$ cat src/rtl/cdc_handshake_rx_if.sv
// Bus bundle for the receive side of a four-phase req/ack multi-bit crossing.
// master = source/consumer side (testbench or neighbours), slave = cdc_handshake_rx.
interface cdc_handshake_rx_if #(
    parameter int unsigned N     = 8,
    parameter int unsigned CNT_W = 16
);
    logic             reqIn;
    logic [N-1:0]     dataIn;
    logic             ackOut;
    logic [N-1:0]     dataOut;
    logic             dataValid;
    logic             dataReady;
    logic [CNT_W-1:0] xferCount;
    logic             protoErr;

    modport master (
        output reqIn, dataIn, dataReady,
        input  ackOut, dataOut, dataValid, xferCount, protoErr
    );

    modport slave (
        input  reqIn, dataIn, dataReady,
        output ackOut, dataOut, dataValid, xferCount, protoErr
    );
endinterface

$ cat src/rtl/cdc_handshake_rx.sv
// Destination-side four-phase req/ack controller for multi-bit clock-domain crossings.
// Optional protocol checker enabled by defining CDC_RX_PROTO_CHECK_EN.
module cdc_handshake_rx #(
    parameter int unsigned N           = 8,
    parameter int unsigned SYNC_STAGES = 2,
    parameter int unsigned CNT_W       = 16
) (
    input logic               clk,
    input logic               rst,
    cdc_handshake_rx_if.slave bus
);

    if (SYNC_STAGES < 2 || SYNC_STAGES > 4) begin : g_bad_sync_stages
        $error("cdc_handshake_rx: SYNC_STAGES must be in 2..4");
    end

    typedef enum logic [1:0] {
        IDLE = 2'd0,
        HOLD = 2'd1,
        ACK  = 2'd2
    } state_t;

    state_t                 state;
    logic [SYNC_STAGES-1:0] req_sync;
    logic                   req_s;
    logic [N-1:0]           data_q;
    logic                   valid_q;
    logic                   ack_q;
    logic [CNT_W-1:0]       cnt_q;

    // Request synchronizer; only stage 0 ever looks at the asynchronous reqIn.
    always_ff @(posedge clk) begin
        if (rst) begin
            req_sync <= '0;
        end else begin
            req_sync <= {req_sync[SYNC_STAGES-2:0], bus.reqIn};
        end
    end

    assign req_s = req_sync[SYNC_STAGES-1];

    // Handshake FSM; dataIn is sampled only in the IDLE->HOLD capture cycle,
    // when the synchronized request guarantees it has been stable for several cycles.
    always_ff @(posedge clk) begin
        if (rst) begin
            state   <= IDLE;
            data_q  <= '0;
            valid_q <= 1'b0;
            ack_q   <= 1'b0;
            cnt_q   <= '0;
        end else begin
            case (state)
                IDLE: begin
                    if (req_s) begin
                        data_q  <= bus.dataIn;
                        valid_q <= 1'b1;
                        state   <= HOLD;
                    end
                end
                HOLD: begin
                    if (valid_q && bus.dataReady) begin
                        valid_q <= 1'b0;
                        ack_q   <= 1'b1;
                        cnt_q   <= cnt_q + CNT_W'(1);
                        state   <= ACK;
                    end
                end
                ACK: begin
                    if (!req_s) begin
                        ack_q <= 1'b0;
                        state <= IDLE;
                    end
                end
                default: begin
                    ack_q <= 1'b0;
                    state <= IDLE;
                end
            endcase
        end
    end

    assign bus.ackOut    = ack_q;
    assign bus.dataOut   = data_q;
    assign bus.dataValid = valid_q;
    assign bus.xferCount = cnt_q;

`ifdef CDC_RX_PROTO_CHECK_EN
    logic perr_q;

    // Sticky flag: request withdrawn before ack, or ack still high in IDLE (fault only).
    always_ff @(posedge clk) begin
        if (rst) begin
            perr_q <= 1'b0;
        end else if ((state == HOLD && !req_s) || (state == IDLE && ack_q)) begin
            perr_q <= 1'b1;
        end
    end

    assign bus.protoErr = perr_q;
`else
    assign bus.protoErr = 1'b0;
`endif

endmodule

$ cat src/flat_wrapper.sv
// flat-port wrapper written by rule: the top's interface ports become plain ports
module cdc_handshake_rx_flat 
#(
    parameter int unsigned N           = 8,
    parameter int unsigned SYNC_STAGES = 2,
    parameter int unsigned CNT_W       = 16
)
  (clk, rst, bus_reqIn, bus_dataIn, bus_dataReady, bus_ackOut, bus_dataOut, bus_dataValid, bus_xferCount, bus_protoErr);
  cdc_handshake_rx_if #(.N(N), .CNT_W(CNT_W)) bus_i ();
  input logic clk;
  input logic rst;
  input wire logic [$bits(bus_i.reqIn)-1:0] bus_reqIn;
  input wire logic [$bits(bus_i.dataIn)-1:0] bus_dataIn;
  input wire logic [$bits(bus_i.dataReady)-1:0] bus_dataReady;
  output wire logic [$bits(bus_i.ackOut)-1:0] bus_ackOut;
  output wire logic [$bits(bus_i.dataOut)-1:0] bus_dataOut;
  output wire logic [$bits(bus_i.dataValid)-1:0] bus_dataValid;
  output wire logic [$bits(bus_i.xferCount)-1:0] bus_xferCount;
  output wire logic [$bits(bus_i.protoErr)-1:0] bus_protoErr;
  assign bus_i.reqIn = bus_reqIn;
  assign bus_i.dataIn = bus_dataIn;
  assign bus_i.dataReady = bus_dataReady;
  assign bus_ackOut = bus_i.ackOut;
  assign bus_dataOut = bus_i.dataOut;
  assign bus_dataValid = bus_i.dataValid;
  assign bus_xferCount = bus_i.xferCount;
  assign bus_protoErr = bus_i.protoErr;
  cdc_handshake_rx #(.N(N), .SYNC_STAGES(SYNC_STAGES), .CNT_W(CNT_W)) u_core (.clk(clk), .rst(rst), .bus(bus_i));
endmodule
$ cat config.mk
export PLATFORM = sky130hd
export DESIGN_NAME = cdc_handshake_rx_flat
export DESIGN_NICKNAME = d
export VERILOG_FILES = /design/src/rtl/cdc_handshake_rx_if.sv /design/src/rtl/cdc_handshake_rx.sv /design/src/flat_wrapper.sv
export SDC_FILE = /design/constraint.sdc
export NUM_CORES = 1
export LEC_CHECK = 0
export ABC_AREA = 1
export ABC_CLOCK_PERIOD_IN_PS = 1800
export CAP_MARGIN = 40
export CORE_UTILIZATION = 45
export CTS_CLUSTER_DIAMETER = 100
export DETAILED_ROUTE_END_ITERATION = 12
export MAX_ROUTING_LAYER = met4
export PLACE_DENSITY = 0.74
export SKIP_CTS_REPAIR_TIMING = 1
export SLEW_MARGIN = 0
export SYNTH_ARGS = -nofsm -noshare
export SYNTH_HDL_FRONTEND = slang
export SYNTH_SLANG_ARGS = --single-unit
$ cat constraint.sdc
create_clock -name clk -period 1.8 [get_ports clk]
set_clock_uncertainty 0.1 [all_clocks]
set_input_delay 0.18 -clock clk [delete_from_list [all_inputs] [get_ports clk]]
set_output_delay 0.18 -clock clk [all_outputs]
set_load 0.03 [all_outputs]
==> impl_metrics.ini, run 1 <==
[clock_tree]
cts_buffers = 5
cts_sinks = 30
cts.htree.levels = 2
clk_pin_slew_ps = 90
root_buffer = clkbuf_4
clock_path_buffers = 2
cts_tree = built
insertion_delay_ps = 310

[logic_synthesis]
yosysWarnings = 0
synth.net_count = 190
synth_ff_type = dfxtp_1
ys_async_sr_fraction_pct = 0
syn_avg_cell_area_um2 = 7.41
yosys-mux-area-fraction_pct = 0
synth-compound-area-share_pct = 11.3
ys_seq_area_share_pct = 45.8
synth_area_leaders = dfxtp_1, nor2_1, nand2_1, inv_1, a21oi_1
syn_area_mm2 = 0.00131
synth.most_common_cell = nor2_1
yosys-top-cells-count = nor2_1, dfxtp_1, nand2_1
synth_xor_area_share_pct = 1.34
netlist_instances = 177
synth_top_area_share_pct = 45.8
synth_top_area_cell = dfxtp_1
yosys.area_share.simple_pct = 32.8
synth-adder-area-share_pct = 0.954
ys_ff_latch = 30
synth-edff-count = 0
synth_cell_type_count = 25
synth_top_family_by_area = simple AND/OR/NAND/NOR gates

[drt]
vias_per_cell = 4.94
via_count = 1236
dr.pass1.iters = 4
drt-wirelength-per-cell_um = 11.7
ant_nets = 0
wl_mm = 2.92
drc = 0
dr.first_iter.drc_count = 29

[placed_design]
numPortBuffers = 37
gp_congestion = 0.828
place_hpwl_mm = 2.18

[worst_hold_path]
worst_hold_path_type = input pin to register
worstHoldEndpoint = u_core.req_sync[0]
holdPathStages = 3
hp-start = bus_reqIn

[setup_path]
r2r_setup_slack_ps = 280
endpoint_kind = primary output
worst-r2r-cell-count = 8
cp.required_ps = 1520
r2r_start = u_core.bus.xferCount[0]
cp_slowest_cell = clkdlybuf4s50_1
cp_max_fo = 5
cp.depth = 1
setup.worst_path.start_class = register
cp_cell_sequence = clkdlybuf4s50_1
slowest_delay_ps = 710
worstPathArrival_ps = 1450
r2r-end = u_core.bus.xferCount[14]
cp_top_family = buffers and inverters
path_buf_inv = 1
crit_type = register to primary output

[global_route]
grt_max_degree = 15
top_usage_layer = met2
grt_usage_pct = 21.3
gr-usage-met1_pct = 25.2
grt_pass1_wl_mm = 5.09
antenna_found_initial = 0
use_met2_pct = 32.1
grt_pass1_vias = 1205
gr-total-overflow = 0
grtUsageMet3_pct = 6.98

[finish]
areaGrowthSynthToFinish_pct = 35.1
final_layout_size_suffix_gt1_share_pct = 11.9
diodes = 0
fin_nets = 231

[floorplan]
rows = 19
num_io_pins = 39
die_x_um = 56.0
floorplan.initialDensity_pct = 47.5
coreArea_mm2 = 0.00276
die_h_um = 56.0
die_area_mm2 = 0.00313

[timing]
slew_viol_final = 0
post-route-min-period_ps = 1730
period_share_pct = 96.0
tns_ps = 0
setup_viol = 0
max_freq_mhz = 579
hold_ws_ps = 278
rsz0062_at_grt = false
final_hold_viol_count = 0

[power]
p_leak_nw = 0.692
vdd_drop_max_mv = 0.506
p_per_area_mw_per_mm2 = 686

[run_status]
run_status = completed

[flow_run]
cap_viol_max_count = 0
[cells in the final DEF, fill, tap and decap left out, drive strengths merged]
cell,n
clkbuf,7
nand2,31
inv,20
conb,1
a211oi,2
nand4,1
a21oi,12
dfxtp,30
nor2,46
o21ai,13
xnor2,1
xor2,1
o21a,1
clkdlybuf4s50,37
nand3,12
buf,2
ha,1
clkinv,1
[through the flow]
stage | area [um^2] | total power [mW] | instances | util, % | setup slack (ps)
floorplan | 1310 | 0.770 | 177 | - | 206
global placement | 1710 | 0.823 | 242 | 62.1 | 190
CTS | 1770 | 1.23 | 250 | 64.2 | 51.4
global route | 1770 | 1.27 | 250 | 64.2 | 3.32
detailed placement | 1710 | 0.827 | 242 | 62.1 | 132
finish | 1770 | 1.22 | 250 | 64.2 | 72.8
[worst max path at each step]
| stage | from | to | slack, ps |
|---|---|---|---|
| detailed placement | bus_dataReady | u_core.bus.xferCount[15] | 130 |
| finish | u_core.bus.xferCount[2] | bus_xferCount[2] | 70 |
| CTS | u_core.bus.xferCount[2] | bus_xferCount[2] | 50 |
| global route | u_core.bus.xferCount[3] | bus_xferCount[3] | 3 |
| floorplan | u_core.bus.xferCount[1] | u_core.bus.xferCount[14] | 210 |
| global placement | bus_dataReady | u_core.bus.xferCount[15] | 190 |
[sequential cells by signal, summed over array words and instances (netlist names)]
register and count:
u_core.bus.xferCount 16, u_core.bus.dataOut 8, u_core.req_sync 2, u_core.state 2, u_core.bus.ackOut 1, u_core.bus.dataValid 1
[per-layer routing]
layer | up-vias | wire length (um)
li1 | 638 | -
met1 | 551 | 1310
met2 | 45 | 1370
met3 | 2 | 214
met4 | 0 | 26
met5 | - | 0
[report_power, final]
group / switching [mW] / total [mW] / internal, mW
combinational: 0.0675 / 0.124 / 0.0567
sequential: 0.00820 / 0.686 / 0.678
clock: 0.215 / 0.405 / 0.189
total: 0.291 / 1.22 / 0.924
[layout make-up]
type / instances / area (um^2)
sequential: 30 / 601
clock buffer: 7 / 55.1
inverter: 20 / 75.1
clock inverter: 1 / 5.00
tap: 31 / 38.8
multi-input combinational: 122 / 612
timing repair buffer: 39 / 385
fill: 278 / 986
[cell families after synthesis]
kind of cell | after synthesis
buf+inv | 25
other cells | 1
simple gates | 90
xor+xnor | 2
fa+ha+maj | 1
compound gates | 28
flops | 30
Power figures use the tool's default switching activity.
==> inputs of run 2 (changes only) <==
--- a/config.mk
+++ b/config.mk
@@ -9,10 +9,9 @@
 export ABC_CLOCK_PERIOD_IN_PS = 1800
 export CAP_MARGIN = 40
 export CORE_UTILIZATION = 45
-export CTS_CLUSTER_DIAMETER = 100
 export DETAILED_ROUTE_END_ITERATION = 12
 export MAX_ROUTING_LAYER = met4
-export PLACE_DENSITY = 0.74
+export PLACE_DENSITY = 0.8
 export SKIP_CTS_REPAIR_TIMING = 1
 export SLEW_MARGIN = 0
 export SYNTH_ARGS = -nofsm -noshare
==> run 2 against run 1 <==
Routed wire length decreased by 9.6%. Clock-buffer cell count is 1 lower. Clock power fell by 6.2%. First-iteration DRC count grew 21%.
==> impl_metrics.ini, run 2 (synthesized netlist as in run 1, its figures left out) <==
[finish]
final_common_cell = nor2_1
most-common-layout-cells = nor2_1, clkdlybuf4s50_1, dfxtp_1, nand2_1, inv_1
diodes = 0
fin_nets = 232
largest_reg_flops = 16
areaGrowthSynthToFinish_pct = 35.2
final_core_util_pct = 64.3
final_layout_size_suffix_gt1_share_pct = 11.9

[timing]
period_share_pct = 95.1
setup_viol = 0
final_hold_viol_count = 0
max_freq_mhz = 584
tns_ps = 0
rsz0062_at_grt = false
slew_viol_final = 0
post-route-min-period_ps = 1710

[drt]
drc = 0
wl_mm = 2.64
via_count = 1205
ant_nets = 0
dr.pass1.iters = 4
dr.first_iter.drc_count = 35
drt-wirelength-per-cell_um = 10.6
vias_per_cell = 4.84

[floorplan]
floorplan.initialDensity_pct = 47.5
rows = 19
num_io_pins = 39
coreArea_mm2 = 0.00276
die_area_mm2 = 0.00313
die_x_um = 56.0
die_h_um = 56.0

[setup_path]
cp_max_fo = 5
endpoint_kind = primary output
cp.required_ps = 1520
r2r-end = u_core.bus.xferCount[14]
r2r_start = u_core.bus.xferCount[1]
setup.worst_path.start_class = register
cp_slowest_cell = clkdlybuf4s50_1
crit_type = register to primary output
cp_top_family = buffers and inverters
r2r_setup_slack_ps = 330
worstPathArrival_ps = 1430
cp_cell_sequence = clkdlybuf4s50_1
worst-r2r-cell-count = 9
slowest_delay_ps = 700
path_buf_inv = 1

[global_route]
gr-total-overflow = 0
grt_usage_pct = 19.7
grt_pass1_wl_mm = 4.57
antenna_found_initial = 0
grt_max_degree = 12
grt_pass1_vias = 1098

[clock_tree]
root_buffer = clkbuf_4
cts_buffers = 5
cts.htree.levels = 2
cts_sinks = 30
cts_tree = built
clk_pin_slew_ps = 80
insertion_delay_ps = 320
clock_path_buffers = 2

[placed_design]
place_hpwl_mm = 1.96
numPortBuffers = 37
gp_congestion = 0.845

[power]
pwr-share-clk_pct = 31.9
seqPwrFrac_pct = 57.7
p_comb_share_pct = 10.4
p_leak_nw = 0.710
p_int_mw = 0.912
p_per_area_mw_per_mm2 = 671
power_switching_mw = 0.278
vdd_drop_max_mv = 0.563
switching_share_pct = 23.3

[worst_hold_path]
worst_hold_path_type = input pin to register
hp-start = bus_reqIn
worstHoldEndpoint = u_core.req_sync[0]
holdPathStages = 3

[run_status]
run_status = completed

[flow_run]
cap_viol_max_count = 0
## run 2: cell count changes in the layout (fill, tap and decap cells not counted)
cell / before / now
clkinv_2: 1 / 0
buf_4: 2 / 3
clkdlybuf4s50_1: 37 / 36
dlymetal6s2s_1: 0 / 1
clkbuf_1: 1 / 0
## run 2: through the flow
step / power (mW) / std cells / hold slack [ps] / instance area (um^2) / setup slack, ps
after floorplan: 0.770 / 177 / 187 / 1310 / 206
after detailed placement: 0.826 / 243 / 296 / 1720 / 194
after global placement: 0.825 / 243 / 289 / 1720 / 209
after CTS: 1.20 / 249 / 256 / 1770 / 61.8
after global routing: 1.25 / 249 / 274 / 1770 / 20.9
final: 1.19 / 249 / 268 / 1770 / 87.9
## run 2: metal layers
| metal | wire, um | GRT usage, % | share of wire (%) | vias to the layer above |
|---|---|---|---|---|
| met3 | 145 | 4.88 | 5.5 | 5 |
| met4 | 59 | 13.2 | 2.2 | 0 |
| met5 | 0 | - | 0 | - |
| met1 | 1240 | 23.0 | 47 | 527 |
| li1 | - | - | - | 636 |
| met2 | 1200 | 29.9 | 45 | 37 |
## run 2: final cells by class
class	count	area, um^2
Clock buffer	6	51.3
Sequential cell	30	601
Inverter	20	75.1
Fill cell	249	985
Tap cell	31	38.8
Multi-Input combinational cell	122	612
Timing Repair Buffer	40	395
## run 2: power groups by stage
| stage | logic, mW | registers, mW | clock network [mW] |
|---|---|---|---|
| 2_1_floorplan | 0.0459 | 0.724 | 0 |
| 3_3_place_gp | 0.123 | 0.701 | 0 |
| 3_5_place_dp | 0.124 | 0.702 | 0 |
| 4_1_cts | 0.125 | 0.686 | 0.391 |
| 5_1_grt | 0.134 | 0.690 | 0.430 |
| 6_report | 0.124 | 0.686 | 0.380 |
## run 2: worst max-delay path by stage
stage	start	end	slack, ps	depth (start not counted)
after global routing	u_core.bus.xferCount[3]	bus_xferCount[3]	20	1
final	u_core.bus.xferCount[3]	bus_xferCount[3]	90	1
after floorplan	u_core.bus.xferCount[1]	u_core.bus.xferCount[14]	210	8
after CTS	u_core.bus.xferCount[3]	bus_xferCount[3]	60	1
after global placement	bus_dataReady	u_core.bus.xferCount[15]	210	8
after detailed placement	bus_dataReady	u_core.bus.xferCount[7]	190	7
==> inputs of run 3 (changes only) <==
--- a/config.mk
+++ b/config.mk
@@ -5,13 +5,12 @@
 export SDC_FILE = /design/constraint.sdc
 export NUM_CORES = 1
 export LEC_CHECK = 0
-export ABC_AREA = 1
 export ABC_CLOCK_PERIOD_IN_PS = 1800
 export CAP_MARGIN = 40
-export CORE_UTILIZATION = 45
+export CORE_UTILIZATION = 35
 export DETAILED_ROUTE_END_ITERATION = 12
 export MAX_ROUTING_LAYER = met4
-export PLACE_DENSITY = 0.8
+export PLACE_DENSITY = 0.66
 export SKIP_CTS_REPAIR_TIMING = 1
 export SLEW_MARGIN = 0
 export SYNTH_ARGS = -nofsm -noshare
==> run 3 against run 2 <==
Sequential cell count unchanged. Non-clock buffer count increased by 9. Total power decreased by 2.4%. Clock-buffer cell count unchanged. Global-route usage decreased by 3.6 points. Critical path depth unchanged. Fmax increased by 0.62%. Sequential power decreased by 0.6%. Highest routed layer unchanged.
==> impl_metrics.ini, run 3 <==
[logic_synthesis]
synth_ff_type = dfxtp_1
ys_seq_area_share_pct = 47.3
synth-adder-area-share_pct = 0.986
synth_area_leaders = dfxtp_1, nor2_1, mux2i_1, xnor2_1, a21oi_1
synth_top_area_share_pct = 47.3
synth-edff-count = 0
synth.net_count = 146
synth-compound-area-share_pct = 5.82
syn_avg_cell_area_um2 = 9.54
ys_async_sr_fraction_pct = 0
synth_top_family_by_area = simple AND/OR/NAND/NOR gates
syn_area_mm2 = 0.00127
synth.most_common_cell = dfxtp_1
synth_cell_type_count = 38
yosys.area_share.simple_pct = 27.7
synth_top_area_cell = dfxtp_1
netlist_instances = 133
yosysWarnings = 0
yosys-top-cells-count = dfxtp_1, nor2_1, mux2i_1
yosys-mux-area-fraction_pct = 8.09
synth_xor_area_share_pct = 6.21
ys_ff_latch = 30

[placed_design]
dpl_cell_area_mm2 = 0.00176
numPortBuffers = 37
place_hpwl_mm = 1.96
gp_congestion = 0.854
place_inst = 222
preCtsSetupSlack_ps = -82.1

[power]
p_leak_nw = 0.790
pwr-share-clk_pct = 32.7
p_comb_share_pct = 8.5
vdd_drop_max_mv = 0.380
seqPwrFrac_pct = 58.7
p_int_mw = 0.900
switching_share_pct = 22.5
power_switching_mw = 0.261
p_per_area_mw_per_mm2 = 636

[drt]
ant_nets = 0
dr.first_iter.drc_count = 38
wl_mm = 2.67
met2_length_mm = 1.26
dr.pass1.iters = 4
drt-wirelength-per-cell_um = 11.7
drc = 0
vias_per_cell = 4.86
wl_met3_um = 141
wl_met1_mm = 1.22
via_count = 1107
highest_layer = met4

[floorplan]
num_io_pins = 39
coreArea_mm2 = 0.00342
die_area_mm2 = 0.00387
rows = 21
die_x_um = 62.2
floorplan.initialDensity_pct = 37.1
die_h_um = 62.2

[setup_path]
slowest_delay_ps = 710
cp_max_fo = 5
worst-r2r-cell-count = 5
cp_top_family = buffers and inverters
cp_slowest_cell = clkdlybuf4s50_1
r2r_setup_slack_ps = 130
setup.worst_path.start_class = register
cp.required_ps = 1520
worstPathArrival_ps = 1420
r2r-end = u_core.bus.xferCount[14]
crit_type = register to primary output
endpoint_kind = primary output
cp_cell_sequence = clkdlybuf4s50_1
path_buf_inv = 1
r2r_start = u_core.bus.xferCount[0]

[finish]
largest_reg_flops = 16
stdcell_count = 228
fin_nets = 196
most-common-layout-cells = clkdlybuf4s50_1, dfxtp_1, nor2_1, buf_4, mux2i_1
final_area_mm2 = 0.00183
final_common_cell = clkdlybuf4s50_1
final_layout_size_suffix_gt1_share_pct = 14.8
final_core_util_pct = 53.5
diodes = 0
areaGrowthSynthToFinish_pct = 44.0

[timing]
setup_viol = 0
post-route-min-period_ps = 1700
slew_viol_final = 0
setup_ws_ps = 98.5
rsz0062_at_grt = false
max_freq_mhz = 588
period_share_pct = 94.5
final_hold_viol_count = 0

[flow_run]
cap_viol_max_count = 0

[global_route]
grt_usage_pct = 16.1
grt_pass1_vias = 1088
gr-total-overflow = 0
grt_pass1_wl_mm = 4.67
grt_max_degree = 34
antenna_found_initial = 0

[clock_tree]
clk_pin_slew_ps = 70
cts.htree.levels = 2
cts_sinks = 30
cts_tree = built
cts_buffers = 5
root_buffer = clkbuf_4
insertion_delay_ps = 320
clock_path_buffers = 2

[run_status]
run_status = completed

[worst_hold_path]
hp-start = bus_reqIn
worstHoldEndpoint = u_core.req_sync[0]
worst_hold_path_type = input pin to register
holdPathStages = 2
## run 3: changes by cell type after synthesis, sizes merged, moves of 5 or more
| cell | delta |
|---|---|
| a21oi | -5 |
| inv | -19 |
| mux2i | +8 |
| nand2 | -25 |
| nand3 | -6 |
| nor2 | -21 |
| o21ai | -10 |
## run 3: how the worst max path moves through the flow
stage,startpoint,to,cells after the start,slack (ps)
5_1_grt,u_core.bus.xferCount[0],bus_xferCount[0],1,20
2_1_floorplan,u_core.bus.dataValid,u_core.bus.xferCount[13],4,20
3_3_place_gp,bus_dataReady,u_core.bus.xferCount[14],5,-40
4_1_cts,u_core.bus.dataValid,bus_dataValid,1,20
3_5_place_dp,bus_dataReady,u_core.bus.xferCount[14],5,-80
6_report,u_core.bus.xferCount[5],bus_xferCount[5],1,100
## run 3: final cells by class
type                    count  area, um^2
repair buffers             49         488
multi-input cells          96         623
fillers                   327        1590
inverters                   1        3.75
clock buffers               6        51.3
well taps                  46        57.6
flip-flops and latches     30         603
## run 3: metrics by stage
stage               hold slack (ps)  TNS [ps]  power, mW
global route                    326         0       1.23
detailed placement              340      -240      0.798
global placement                324      -103      0.795
floorplan                       208         0      0.746
finish                          329         0       1.16
CTS                             313         0       1.19
## run 3: power by group through the flow
stage | registers, mW | logic [mW] | clock network, mW
after CTS | 0.683 | 0.0999 | 0.405
after global placement | 0.697 | 0.0976 | 0
after floorplan | 0.711 | 0.0341 | 0
after detailed placement | 0.698 | 0.0997 | 0
after global routing | 0.684 | 0.108 | 0.434
final | 0.682 | 0.0988 | 0.380
## run 3: cells by family (layout without fill, tap and decap cells)
kind of cell | Yosys count | in the layout
buffers and inverters | 7 | 56
AOI/OAI and AO/OA | 13 | 13
adders and majority gates | 1 | 1
and+or+nand+nor | 62 | 62
DFF | 30 | 30
other | 1 | 1
xor gates and xnor gates | 9 | 9
muxes | 10 | 10
## run 3: per-layer routing
metal | track usage, % | vias to the layer above
met2 | 25.8 | 35
met1 | 18.0 | 514
met5 | - | -
met3 | 6.07 | 4
li1 | - | 554
met4 | 6.98 | 0
